==> src/rtl/pkt_sched_pkg.sv <==
// Shared types and constants for the packet readout scheduler.
package pkt_sched_pkg;

    // Scheduler FSM states.
    typedef enum logic [2:0] {
        ST_IDLE = 3'd0,
        ST_ARM  = 3'd1,
        ST_HDR  = 3'd2,
        ST_DATA = 3'd3,
        ST_GAP  = 3'd4,
        ST_DONE = 3'd5
    } sched_state_e;

    // Top two bits of every header word.
    localparam logic [1:0] HDR_PREFIX = 2'b10;

    // Number of paths in the two readout configurations.
    localparam int PATHS_48 = 48;
    localparam int PATHS_96 = 96;

    // Data words per packet: 64 << code (64/128/256/512).
    function automatic logic [9:0] data_len(input logic [1:0] code);
        return 10'd64 << code;
    endfunction

endpackage

==> src/rtl/pkt_gap_timer.sv <==
// Down-counter timing the idle gap between packets. Loading L-1 gives an
// L-cycle gap: done is high while the count sits at zero.
module pkt_gap_timer (
    input  logic        clk,
    input  logic        rst_n,
    input  logic        load,
    input  logic [15:0] load_val,
    output logic        done
);

    logic [15:0] cnt_q, cnt_d;

    // Load on request, otherwise count down and park at zero.
    always_comb begin
        cnt_d = cnt_q;
        if (load) begin
            cnt_d = load_val;
        end else if (cnt_q != 16'd0) begin
            cnt_d = cnt_q - 16'd1;
        end
    end

    // Counter register.
    always_ff @(posedge clk or negedge rst_n) begin
        if (!rst_n) begin
            cnt_q <= '0;
        end else begin
            cnt_q <= cnt_d;
        end
    end

    assign done = (cnt_q == 16'd0);

endmodule

==> src/rtl/pkt_sched.sv <==
// Packet readout scheduler: streams each path as a header word plus N data
// words from capture memory onto the pad bus, with idle gaps in between.
// Memory reads are issued one cycle ahead of the state that consumes them:
// the read of word 0 goes out in the cycle that decides to send a header,
// so data word 0 lands on the bus right after the header.
module pkt_sched
    import pkt_sched_pkg::*;
#(
    parameter int DW = 18,
    parameter int PW = 7,
    parameter int AW = 9
) (
    input  logic          pktctrl_clk,
    input  logic          pktctrl_rstn,
    input  logic          rf_capture_start,
    input  logic          rf_capture_mode,
    input  logic          rf_capture_again,
    input  logic          rf_96path_en,
    input  logic [1:0]    rf_pkt_data_length,
    input  logic [15:0]   rf_pkt_idle_length,
    input  logic          DATA_RD_EN,
    output logic          mem_rd_en,
    output logic [PW-1:0] mem_rd_path,
    output logic [AW-1:0] mem_rd_addr,
    input  logic [DW-1:0] mem_rd_data,
    output logic [DW-1:0] ADC_DATA,
    output logic          ADC_DATA_VALID,
    output logic          sched_busy,
    output logic          sched_done
);

    sched_state_e  state_q, state_d;
    logic [PW-1:0] path_q, path_d;
    logic [AW-1:0] word_q, word_d;
    logic          p96_q, p96_d;
    logic [1:0]    len_q, len_d;
    logic          mode_q, mode_d;
    logic [DW-1:0] data_q, data_d;
    logic          valid_q, valid_d;
    logic          busy_q, busy_d;
    logic          done_q, done_d;
    logic          start_q, again_q;

    logic          rd_en;
    logic [PW-1:0] rd_path;
    logic [AW-1:0] rd_addr;
    logic          gap_load, gap_done;
    logic          start_edge, again_edge;
    logic          last_word, at_boundary;
    logic [AW-1:0] last_idx;
    logic [AW:0]   word_p2;
    logic [PW-1:0] last_path, nxt_path;
    logic [DW-1:0] hdr_cur, hdr_nxt;

    assign start_edge = rf_capture_start & ~start_q;
    assign again_edge = rf_capture_again & ~again_q;
    assign last_idx   = AW'(data_len(len_q) - 10'd1);
    assign last_word  = (word_q == last_idx);
    assign word_p2    = {1'b0, word_q} + (AW+1)'(2);
    assign last_path  = p96_q ? PW'(PATHS_96 - 1) : PW'(PATHS_48 - 1);
    assign nxt_path   = (path_q == last_path) ? '0 : path_q + PW'(1);
    assign hdr_cur    = {HDR_PREFIX, {(DW-2-PW){1'b0}}, path_q};
    assign hdr_nxt    = {HDR_PREFIX, {(DW-2-PW){1'b0}}, nxt_path};

    // Packet boundary: last idle cycle, or the last data word when there is no gap.
    assign at_boundary = ((state_q == ST_DATA) && last_word && (rf_pkt_idle_length == 16'd0))
                       || ((state_q == ST_GAP) && gap_done);

    pkt_gap_timer u_gap_timer (
        .clk      (pktctrl_clk),
        .rst_n    (pktctrl_rstn),
        .load     (gap_load),
        .load_val (rf_pkt_idle_length - 16'd1),
        .done     (gap_done)
    );

    // Next-state, memory read and bus word selection.
    always_comb begin
        state_d  = state_q;
        path_d   = path_q;
        word_d   = word_q;
        p96_d    = p96_q;
        len_d    = len_q;
        mode_d   = mode_q;
        data_d   = data_q;
        valid_d  = 1'b0;
        rd_en    = 1'b0;
        rd_path  = path_q;
        rd_addr  = '0;
        gap_load = 1'b0;
        case (state_q)
            ST_IDLE: begin
                if (start_edge) begin
                    state_d = ST_ARM;
                    path_d  = '0;
                    p96_d   = rf_96path_en;
                    len_d   = rf_pkt_data_length;
                    mode_d  = rf_capture_mode;
                end
            end
            ST_ARM: begin
                if (!rf_capture_start) begin
                    state_d = ST_IDLE;
                end else if (DATA_RD_EN) begin
                    rd_en   = 1'b1;
                    data_d  = hdr_cur;
                    valid_d = 1'b1;
                    state_d = ST_HDR;
                end
            end
            ST_HDR: begin
                rd_en   = 1'b1;
                rd_addr = AW'(1);
                data_d  = mem_rd_data;
                valid_d = 1'b1;
                word_d  = '0;
                state_d = ST_DATA;
            end
            ST_DATA: begin
                if (word_p2 <= {1'b0, last_idx}) begin
                    rd_en   = 1'b1;
                    rd_addr = word_p2[AW-1:0];
                end
                if (!last_word) begin
                    data_d  = mem_rd_data;
                    valid_d = 1'b1;
                    word_d  = word_q + AW'(1);
                end else if (rf_pkt_idle_length != 16'd0) begin
                    gap_load = 1'b1;
                    state_d  = ST_GAP;
                end
            end
            ST_GAP: begin
                state_d = ST_GAP;
            end
            ST_DONE: begin
                if (!rf_capture_start) begin
                    state_d = ST_IDLE;
                end else if (again_edge) begin
                    state_d = ST_ARM;
                    path_d  = '0;
                    p96_d   = rf_96path_en;
                    len_d   = rf_pkt_data_length;
                    mode_d  = rf_capture_mode;
                end
            end
            default: state_d = ST_IDLE;
        endcase

        if (at_boundary) begin
            if (!rf_capture_start) begin
                state_d = ST_IDLE;
            end else if ((path_q == last_path) && !mode_q) begin
                state_d = ST_DONE;
            end else begin
                path_d = nxt_path;
                if (DATA_RD_EN) begin
                    rd_en   = 1'b1;
                    rd_path = nxt_path;
                    data_d  = hdr_nxt;
                    valid_d = 1'b1;
                    state_d = ST_HDR;
                end else begin
                    state_d = ST_ARM;
                end
            end
        end

        busy_d = !((state_d == ST_IDLE) || (state_d == ST_DONE));
        done_d = (state_d == ST_DONE);
    end

    // State, run configuration, edge detectors and registered bus outputs.
    always_ff @(posedge pktctrl_clk or negedge pktctrl_rstn) begin
        if (!pktctrl_rstn) begin
            state_q <= ST_IDLE;
            path_q  <= '0;
            word_q  <= '0;
            p96_q   <= 1'b0;
            len_q   <= '0;
            mode_q  <= 1'b0;
            data_q  <= '0;
            valid_q <= 1'b0;
            busy_q  <= 1'b0;
            done_q  <= 1'b0;
            start_q <= 1'b0;
            again_q <= 1'b0;
        end else begin
            state_q <= state_d;
            path_q  <= path_d;
            word_q  <= word_d;
            p96_q   <= p96_d;
            len_q   <= len_d;
            mode_q  <= mode_d;
            data_q  <= data_d;
            valid_q <= valid_d;
            busy_q  <= busy_d;
            done_q  <= done_d;
            start_q <= rf_capture_start;
            again_q <= rf_capture_again;
        end
    end

    assign mem_rd_en      = rd_en;
    assign mem_rd_path    = rd_path;
    assign mem_rd_addr    = rd_addr;
    assign ADC_DATA       = data_q;
    assign ADC_DATA_VALID = valid_q;
    assign sched_busy     = busy_q;
    assign sched_done     = done_q;

endmodule

==> config.mk <==
export PLATFORM = sky130hd
export DESIGN_NAME = pkt_sched
export DESIGN_NICKNAME = d
export VERILOG_FILES = /design/src/rtl/pkt_sched_pkg.sv /design/src/rtl/pkt_gap_timer.sv /design/src/rtl/pkt_sched.sv
export SDC_FILE = /design/constraint.sdc
export NUM_CORES = 1
export LEC_CHECK = 0
export CAP_MARGIN = 10
export CORE_ASPECT_RATIO = 1.2
export CORE_MARGIN = 3
export CORE_UTILIZATION = 54
export CTS_BUF_LIST = sky130_fd_sc_hd__clkbuf_8
export CTS_CLUSTER_DIAMETER = 60
export CTS_CLUSTER_SIZE = 40
export DETAILED_ROUTE_END_ITERATION = 16
export PLACE_DENSITY = 0.9
export SYNTH_ARGS = -nofsm -noshare
export SYNTH_HDL_FRONTEND = slang
export SYNTH_HIERARCHICAL = 1
export SYNTH_SLANG_ARGS = --single-unit
==> constraint.sdc <==
create_clock -name pktctrl_clk -period 3.1 [get_ports pktctrl_clk]
set_input_delay 0.465 -clock pktctrl_clk [delete_from_list [all_inputs] [get_ports pktctrl_clk]]
set_output_delay 0.465 -clock pktctrl_clk [all_outputs]
set_load 0.02 [all_outputs]
==> flow_summary.ini <==
[logic_synthesis]
ys_async_sr_fraction_pct = 100
synth.largest_area_cell = dfrtp_1
ys.flop_type = dfrtp_1
synthSimpleGateAreaFrac_pct = 28.2
synth-compound-area-share_pct = 16.6
synth_area_per_cell_um2 = 8.91
synth-edff-count = 0
synth_xor_area_share_pct = 7.51
ys_types = 70
synth_top_family_by_area = simple AND/OR/NAND/NOR gates
synth.area.top_cells = dfrtp_1 (39%), nand2_1 (5.4%), xor2_1 (4.4%), nor2_1 (3.5%), xnor2_1 (3.1%)
synthCells = 445
ys_seq_area_share_pct = 39.1
syn-cell-area_um2 = 3960
synthMuxAreaShare_pct = 1.39
synth_top_area_share_pct = 39.1
synthAdderAreaFrac_pct = 2.84
synth-seq-cells = 62
syn_nets = 497
ys.warnings.count = 6

[sta]
fin_crit_ns = 3.23
tightest_slew_ns = 0.919
fmax_ghz = 0.309
fin_worst_skew_ns = 0.0116
hold_violations = 0
relSlewSlack_pct = 38.2
rsz0062_at_grt = yes
drv_slew = 0
hold_slack_ns = 0.265
period_share_pct = 104
setup_slack_ns = -0.133
finalSetupViolCount = 8

[die]
core_um2 = 6980
start_util_pct = 56.8
ios = 81
die_area_um2 = 8410
placementRows = 33
dieHeight_um = 99.9
fp.dieW_um = 84.2

[finish]
nFillCells = 393
multi_input_area_um2 = 2430
regArea_um2 = 1550
drive_above_1_share_pct = 28.8
finalInstanceArea_um2 = 5700
fin_util_pct = 81.7
area_growth_pct = 43.8
final_common_cell = buf_4
instances_no_fill = 685
mostFrequentLayoutCells = buf_4 (80), dfrtp_1 (61), clkdlybuf4s50_1 (58)
layout.nets = 645
diodes = 0

[worst_setup_path]
critPathArrivalTime_ns = 2.77
start_kind = flip-flop
worstPathRequired_ns = 2.63
criticalPathCategory = flip-flop to output port
regToRegSetupSlack_ns = 0.39
worstPathMaxFanout = 8
end_kind = output port

[routing]
drc = 0
vias_per_cell = 6.53
vias = 4475
antenna_left = 0
dr.pass1.iters = 7
drt_iter0_drc = 561
post_drt_wl_per_cell_um = 20.8
routed_wl_um = 14300

[place]
dpl_cell_area_um2 = 5230
numPortBuffers = 80
place_inst = 658
place.gp.congestion = 0.943
pre_cts_ws_ns = -0.888
dp_hpwl_um = 8530

[power_and_ir_drop]
intPower_mw = 2.12
netSwitchingPower_mw = 1.42
p_clk_share_pct = 22.8
p_per_area_nw_per_um2 = 621
p_comb_share_pct = 45.5
p_leak_nw = 2.53
ir_drop_v = 0.000492
p_seq_share_pct = 31.6
p_sw_share_pct = 40.1

[global_routing]
grt_first_pass_wirelength_um = 21500
grt_start_max_net_pins = 63
overflow = 0
grt_pass1_vias = 4475
antenna_found_initial = 0
grt_usage_pct = 32.4

[outcome]
status = finished, violations left
violations = setup timing

[clock_tree]
clk-insertion-delay-late_ns = 0.36
cts_buffer_depth = 2
cts_root_buffer = clkbuf_8
cts_buffers = 9
cts_htree_levels = 3
hold_buffers = 0
clock_sinks = 62
path_clk_slew_ns = 0.08
cts_tree = yes

[hold_path]
hold_class = primary input to async pin

[run]
max_cap_violations = 0
critical path, cell delays in order, from the launching register on:
cell	delay, ns
dfrtp_1	0.40
ha_2	0.20
and3_4	0.15
and3_4	0.18
xor2_2	0.15
ha_1	0.34
a21o_1	0.19
a21oi_2	0.13
o21ai_1	0.11
a31o_4	0.27
nor2b_1	0.14
buf_4	0.16
power groups by stage:
stage | clock [mW] | combinational (mW) | sequential, mW
global route | 0.842 | 1.70 | 1.13
finish | 0.808 | 1.61 | 1.12
global placement | 0 | 1.39 | 1.10
CTS | 0.803 | 1.49 | 1.11
detailed placement | 0 | 1.44 | 1.12
floorplan | 0 | 0.653 | 1.24
timing repair:
action	4_1_cts	5_1_grt
pin swaps	14	15
setup buffers	7	3
gates resized for setup	115	35
setup endpoints to repair	17	17
cloned	1	0
routing by layer:
metal  global-route usage (%)  wire, um  up-vias
li1                         -         -     1889
met1                     35.1      5010     2146
met2                     55.3      7050      330
met3                     8.29      1190      110
met4                     22.5      1030        0
met5                        0         0        -
path summary, 6_finish.rpt:
| path | from | endpoint | cells after the start |
|---|---|---|---|
| setup / recovery | word_q[2]$_DFFE_PN0P_ | mem_rd_addr[6] | 11 |
| hold / removal | pktctrl_rstn | ADC_DATA[9]$_DFF_PN0_ | 2 |
| setup reg to reg | word_q[1]$_DFFE_PN0P_ | path_q[4]$_DFF_PN0_ | 11 |
| hold reg to reg | ADC_DATA[15]$_DFF_PN0_ | ADC_DATA[15]$_DFF_PN0_ | 2 |
| max in group asynchronous | pktctrl_rstn | word_q[7]$_DFFE_PN0P_ | 2 |
| min in group pktctrl_clk | ADC_DATA[15]$_DFF_PN0_ | ADC_DATA[15]$_DFF_PN0_ | 2 |
cell usage after synthesis, types with 2 or more instances:
cell type   n
nand3_1    22
nor2_1     37
nand3_2     2
o31ai_1     2
o22ai_1     3
dfrtp_1    62
or4_1       2
inv_1      13
and3_1      8
a22o_1     12
a21o_1      2
nor4_1      4
a21oi_1    23
o31a_1      2
nor2b_1    11
nor3_1     11
o211a_1     6
and2b_2     3
or2_2       3
mux2_2      4
xor2_1     20
nand4_1     7
a31oi_1     2
nor4_2      2
xnor2_1    14
a221o_1     2
or2b_2      2
buf_2       4
o21ai_1     9
a31o_2      2
nand2b_1   12
and2_1      2
nand4b_1    3
nand2_1    57
clkbuf_1    9
or3_1       5
clkbuf_8    2
nor2_2      2
ha_1        9
o21ai_0    18
logic make-up after synthesis:
kind of cell               count (synthesis)
buffers and inverters                     32
and+or+nand+nor                          207
adders and majority gates                  9
DFF                                       62
AOI/OAI and AO/OA                         96
xor gates and xnor gates                  34
muxes                                      5
layout make-up:
type	count	share of cell area, %
timing repair buffer	155	23.5
inverter	13	0.856
tap	87	1.91
multi-input combinational	352	42.7
sequential	62	27.2
clock inverter	7	1.58
clock buffer	9	2.17
stage by stage:
stage / setup TNS [ns] / total power [mW]
finish: -0.751 / 3.54
global route: -1.89 / 3.68
CTS: -1.14 / 3.40
detailed placement: -11.11 / 2.56
global placement: -10.09 / 2.49
floorplan: 0 / 1.89
registers in the layout, summed over array words and instances (netlist names), 2 cells and up:
register	cells
state_q	3
word_q	9
path_q	7
u_gap_timer/cnt_q	16
ADC_DATA	18
len_q	2
Note: power is estimated with default switching activity, not from simulation.
==> RTL change 1: new RTL, same flow settings <==
The 6 states of `sched_state_e` get a one-hot encoding in 6 bits.
--- a/src/rtl/pkt_sched_pkg.sv
+++ b/src/rtl/pkt_sched_pkg.sv
@@ -2,13 +2,13 @@
 package pkt_sched_pkg;
 
     // Scheduler FSM states.
-    typedef enum logic [2:0] {
-        ST_IDLE = 3'd0,
-        ST_ARM  = 3'd1,
-        ST_HDR  = 3'd2,
-        ST_DATA = 3'd3,
-        ST_GAP  = 3'd4,
-        ST_DONE = 3'd5
+    typedef enum logic [5:0] {
+        ST_IDLE = 6'b000001,
+        ST_ARM  = 6'b000010,
+        ST_HDR  = 6'b000100,
+        ST_DATA = 6'b001000,
+        ST_GAP  = 6'b010000,
+        ST_DONE = 6'b100000
     } sched_state_e;
 
     // Top two bits of every header word.
Formal check against the unedited RTL: no difference found for any inputs over 10 cycles, from zero or initial values and one cycle with pktctrl_rstn low; not proved beyond that.
==> RTL change 1 against the original RTL <==
- the flow still finishes with violations (setup timing)
- via count decreased by 0.63%
- cell area increased by 4.3%
- power decreased by 13%
- core utilization decreased by 1.8 points
- critical path depth increased by 2
- synthesized cell count increased by 4.7%
- register-to-register slack improved by 0.13 ns
- area after synthesis increased by 6.7%
- setup slack got worse by 0.068 ns
- sequential cell count increased by 3
- sequential share of layout area increased by 0.23 points
- routed wire length decreased by 7.0%
==> RTL change 1: results (changes against the original RTL) <==
| Metric | Value |
|---|---|
| Outcome | finished with violations |
| Failing checks | setup timing |
| Worst R2R Setup Slack | 0.52 ns (+0.13 ns) |
| M1 WL | 5.15 mm (+2.7%) |
| GRT Util Overall | 27.5% (-4.9 points) |
| Metal3 WL | 709 µm (-41%) |
| Nets | 670 (+3.9%) |
| Slew headroom | 29.1% (-9.1 points) |
| Post-DR vias/cell | 6.25 (-4.3%) |
| Combinational power share | 36.3% (-9.2 points) |
| Power Internal | 0.00199 W (-5.9%) |
| Fin crit share | 106% (+2.2 points) |
| Area Overhead vs Synth | 40.5% |
| Buffering overhead | 23.2% (-0.27 points) |
| #MultiIn Comb | 361 (+2.6%) |
| DR iter-0 viols | 444 (-21%) |
| Largest net degree at the start of global routing | 48 (-24%) |
| R2R cell count | 9 (-2) |
| Filler cell count | 420 (+6.9%) |
| Largest delay contributor family on the critical path | simple AND/OR/NAND/NOR gates |
| Gpl congestion | 0.914 (-3.1%) |
| Final setup TNS | -1.32 ns (-0.566 ns) |
| Met1 GRT Util | 33.6% (-1.4 points) |
| Post-cts resize count | 53 (-54%) |
| Critical Path Fanout Max | 7 (-1) |
| R2r endpoint | u_gap_timer/cnt_q[6] |
| Setup violators final | 10 (+2) |
| FF+latch count | 65 (+4.8%) |
| Postcts setup bufs | 2 (-5) |
| Met2 global-route usage | 49.5% (-5.8 points) |
| Routed wl met2 | 6.98 mm (-0.94%) |
| Number of cells after detailed placement | 683 (+3.8%) |
| Multi-input combinational area share | 43.3% (+0.63 points) |
| Synth top area cells | dfrtp_1 (38%), xnor2_1 (4.3%), nor2_1 (4.2%) |
| Netlist cell types | 68 (-2.9%) |
| Plain + repair buffers | 163 (+5.2%) |
| Vias in the first global route | 4250 (-5.0%) |
| Worst clock skew | 0.00555 ns (-0.00602 ns) |
| Synth cell count leaders | dfrtp_1 (64), nor2_1 (47), nand2_1 (43), xnor2_1 (21), o21ai_0 (20) |
| Cell Count, Final, Fillers Out | 711 (+3.8%) |
| Drt wl/cell | 18.7 µm (-10%) |
| CP peak stage delay | 0.38 ns (-0.02 ns) |
| Peak supply drop | 0.389 mV (-21%) |
| Placed wire-length estimate | 8.94 mm (+4.8%) |
| Syn_nets | 519 (+4.4%) |
| Dpl cell area | 5550 µm² (+6.1%) |
| Fraction of area in registers | 27.5% (+0.23 points) |
| Seq pwr | 0.00128 W (+14%) |
| WP data arrival | 2.84 ns (+0.07 ns) |
| Share of the yosys chip area belonging to registers | 38.5% (-0.66 points) |
| Setup ws final | -0.201 ns (-0.0676 ns) |
| Leak pwr | 2.57 nW (+1.6%) |
| Inverters, non-clock | 17 (+4) |
-- RTL change 1: cell types whose count changed in the layout (fill, tap and decap cells not counted), sizes merged, moves of 7 or more --
cell,delta
nor2,+9
a222oi,+7
a22oi,+8
o22ai,+8
a22o,-12
nand2,-14
xor2,-7
a21oi,-13
xnor2,+7
-- RTL change 1: worst max-delay path by stage --
stage | endpoint | slack [ns] | cells past startpoint | start
5_1_grt | mem_rd_addr[1] | -0.26 | 13 | word_q[2]
2_1_floorplan | mem_rd_addr[0] | 0.08 | 10 | word_q[1]
6_report | mem_rd_addr[1] | -0.20 | 13 | word_q[2]
4_1_cts | mem_rd_addr[1] | -0.1 | 11 | word_q[3]
3_3_place_gp | mem_rd_en | -0.24 | 8 | rf_pkt_idle_length[7]
3_5_place_dp | mem_rd_en | -0.35 | 9 | rf_pkt_idle_length[0]
-- RTL change 1: stage by stage --
| stage | util, % | hold slack (ns) | worst slack [ns] |
|---|---|---|---|
| after floorplan | - | 0.169 | 0.0842 |
| after global placement | 74.6 | 0.509 | -0.236 |
| after detailed placement | 74.6 | 0.529 | -0.349 |
| after CTS | 77.1 | 0.335 | -0.0964 |
| after global routing | 79.8 | 0.383 | -0.265 |
| final | 79.8 | 0.309 | -0.201 |
-- RTL change 1: kinds of logic (layout without fill, tap and decap cells) --
| group | count (synthesis) | in the layout | synth area share [%] |
|---|---|---|---|
| AOI/OAI and AO/OA | 109 | 109 | 19.2 |
| DFF | 65 | 65 | 38.5 |
| and+or+nand+nor | 200 | 200 | 26.1 |
| adders and majority gates | 10 | 10 | 2.96 |
| xor gates and xnor gates | 34 | 34 | 7.04 |
| buffers and inverters | 40 | 195 | 4.20 |
| muxes | 8 | 8 | 2.01 |
==> RTL change 2: new RTL, same flow settings <==
Without the edit above. Change the parameter `AW` from 9 to 8.
--- a/src/rtl/pkt_sched.sv
+++ b/src/rtl/pkt_sched.sv
@@ -8,7 +8,7 @@
 #(
     parameter int DW = 18,
     parameter int PW = 7,
-    parameter int AW = 9
+    parameter int AW = 8
 ) (
     input  logic          pktctrl_clk,
     input  logic          pktctrl_rstn,
Interface: changed (resized mem_rd_addr); port bits go from 81 to 80. No check against the original RTL was run, so the function may have changed too.
==> RTL change 2 against the original RTL <==
- the flow still finishes with violations (setup timing)
- area after synthesis increased by 1.7%
- combinational power up 37%
- sequential power up 15%
- sequential cell count fell by 1
- setup slack improved by 0.050 ns
- power rose by 19%
- routed wire length grew 1.4%
- cell area rose by 5.2%
- critical endpoint is now mem_rd_en
==> RTL change 2: results (changes against the original RTL) <==
| Metric | Value |
|---|---|
| Clock Tree Root | clkbuf_8 |
| First-pass GRT wire length | 21.8 mm (+1.4%) |
| Routed WL | 14.5 mm (+1.4%) |
| PortBufs | 79 (-1.3%) |
| Slew headroom | 34.3% (-4.0 points) |
| Setup crit start | u_gap_timer/cnt_q[6] |
| Synth top area cells | dfrtp_1 (38%), nand2_1 (4.8%), nor2_1 (4.3%) |
| Share of the yosys chip area belonging to registers | 37.9% (-1.3 points) |
| Worst Hold Class | input port to asynchronous set/reset pin |
| Synth async-reset ratio | 100% (unchanged) |
| Nets | 651 (+0.93%) |
| Layout cells sized above 1 | 31.8% (+3.0 points) |
| Clk_lat worst skew | 0.35 ns |
| Hold WS | 0.117 ns (-0.148 ns) |
| Critical Path Fanout Max | 5 (-3) |
| Leak pwr | 2.63 nW (+3.9%) |
| Syn_nets | 487 (-2.0%) |
| Outcome | finished with violations |
| Netlist cell types | 68 (-2.9%) |
| Setup violators final | 10 (+2) |
| Reg clk slew, reported paths | 0.08 ns (about the same) |
| Largest net degree at the start of global routing | 38 (-40%) |
| Synth warnings | 6 (unchanged) |
| Reg2Reg Launch Point | word_q[6] |
| Failing checks | setup timing |
| Via count | 4451 (-0.54%) |
| Placed wire-length estimate | 8.93 mm (+4.7%) |
| Vias in the first global route | 4410 (-1.5%) |
| Clock Tree Buf Depth | 2 (unchanged) |
| DP Worst Slack | -0.676 ns (+0.212 ns) |
| Pre-antenna DRT Iters | 6 (-1) |
| Setup ws final | -0.0833 ns (+0.0501 ns) |
| Max reg flops | 18 (unchanged) |
| Met1 GRT Util | 36.9% (+1.9 points) |
| Met3 Use GR | 7.36% (-0.93 points) |
| Met2 global-route usage | 57.1% (+1.7 points) |
| CTS Buf Count | 9 (unchanged) |
| Diodes inserted | 0 (unchanged) |
| Worst R2R Setup Slack | 0.47 ns (+0.08 ns) |
| Gpl congestion | 0.906 (-3.9%) |
| Peak supply drop | 0.607 mV (+23%) |
| DR iter-0 viols | 484 (-14%) |
| CTS H-tree depth | 3 (unchanged) |
| GRT Util Overall | 32.4% (-0.037 points) |
| Initial antenna violation count | 0 (unchanged) |
| WP data arrival | 2.72 ns (-0.05 ns) |
| Worst clock skew | 0.00643 ns (-0.00515 ns) |
| Synth cell count leaders | dfrtp_1 (61), nand2_1 (52), nor2_1 (46), o21ai_0 (20), xor2_1 (18) |
-- RTL change 2: cell types whose count changed after synthesis, sizes merged, moves of 3 or more --
cell	before	now
a21oi	23	8
xnor2	14	17
o21ai	27	24
a222oi	0	6
nand3	24	16
and2b	3	0
a22o	12	2
o31ai	2	7
a22oi	2	10
mux2i	1	9
nor2	39	46
buf	7	10
-- RTL change 2: per-layer routing --
metal	share of wire (%)	vias up
li1	-	1897
met1	36	2122
met2	50	335
met3	8.3	97
met4	5.0	0
met5	0	-
-- RTL change 2: cell type report --
cell class,instances,area (µm²)
multi-input cells,341,2590
flip-flops and latches,61,1530
repair buffers,173,1520
fillers,351,1020
clock buffers,9,124
well taps,87,109
clock inverters,7,75.1
inverters,13,48.8
-- RTL change 2: through the flow --
| step | cell area, µm² | instances | TNS, ns |
|---|---|---|---|
| 4_1_cts | 5760 | 680 | -0.174 |
| 2_1_floorplan | 4030 | 435 | 0 |
| 3_3_place_gp | 5440 | 661 | -4.30 |
| 6_report | 6000 | 691 | -0.375 |
| 3_5_place_dp | 5440 | 661 | -6.09 |
| 5_1_grt | 6000 | 691 | -1.35 |
-- RTL change 2: logic make-up after synthesis --
| family | after synthesis | share of synthesized area, % |
|---|---|---|
| xor gates and xnor gates | 35 | 7.79 |
| AOI/OAI and AO/OA | 92 | 17.6 |
| adders and majority gates | 9 | 2.79 |
| muxes | 12 | 3.07 |
| and+or+nand+nor | 193 | 26.6 |
| DFF | 61 | 37.9 |
| buffers and inverters | 33 | 4.28 |
-- RTL change 2: timing repair --
action,in CTS,in global routing
setup endpoints to repair,16,16
cloned,0,0
gates resized for setup,110,41
pin swaps,12,19
buffers inserted,4,11
-- RTL change 2: final timing paths --
| kind | cells past startpoint | to |
|---|---|---|
| max in group asynchronous | 2 | word_q[3] |
| max | 11 | mem_rd_en |
| min reg2reg | 2 | ADC_DATA[17] |
| min in group pktctrl_clk | 2 | ADC_DATA[17] |
| max reg2reg | 7 | sched_busy |
| min | 1 | u_gap_timer/cnt_q[3] |
-- RTL change 2: power by group --
part | leakage (nW) | switching, W | internal, W | total [W]
logic | 1.80 | 0.00120 | 0.000999 | 0.00220
clock network | 0.0918 | 0.000358 | 0.000373 | 0.000732
registers | 0.742 | 0.000248 | 0.00104 | 0.00129
total | 2.63 | 0.00180 | 0.00242 | 0.00422
-- RTL change 2: critical path, cell delays in order (launching register included) --
cell	delay, ns
dfrtp_1	0.43
nor3_1	0.47
nand3_2	0.19
nor2_4	0.15
nor2b_4	0.17
nand2_2	0.07
o31a_4	0.15
nor3_4	0.22
buf_4	0.15
nor2_2	0.04
o211ai_1	0.13
buf_4	0.19
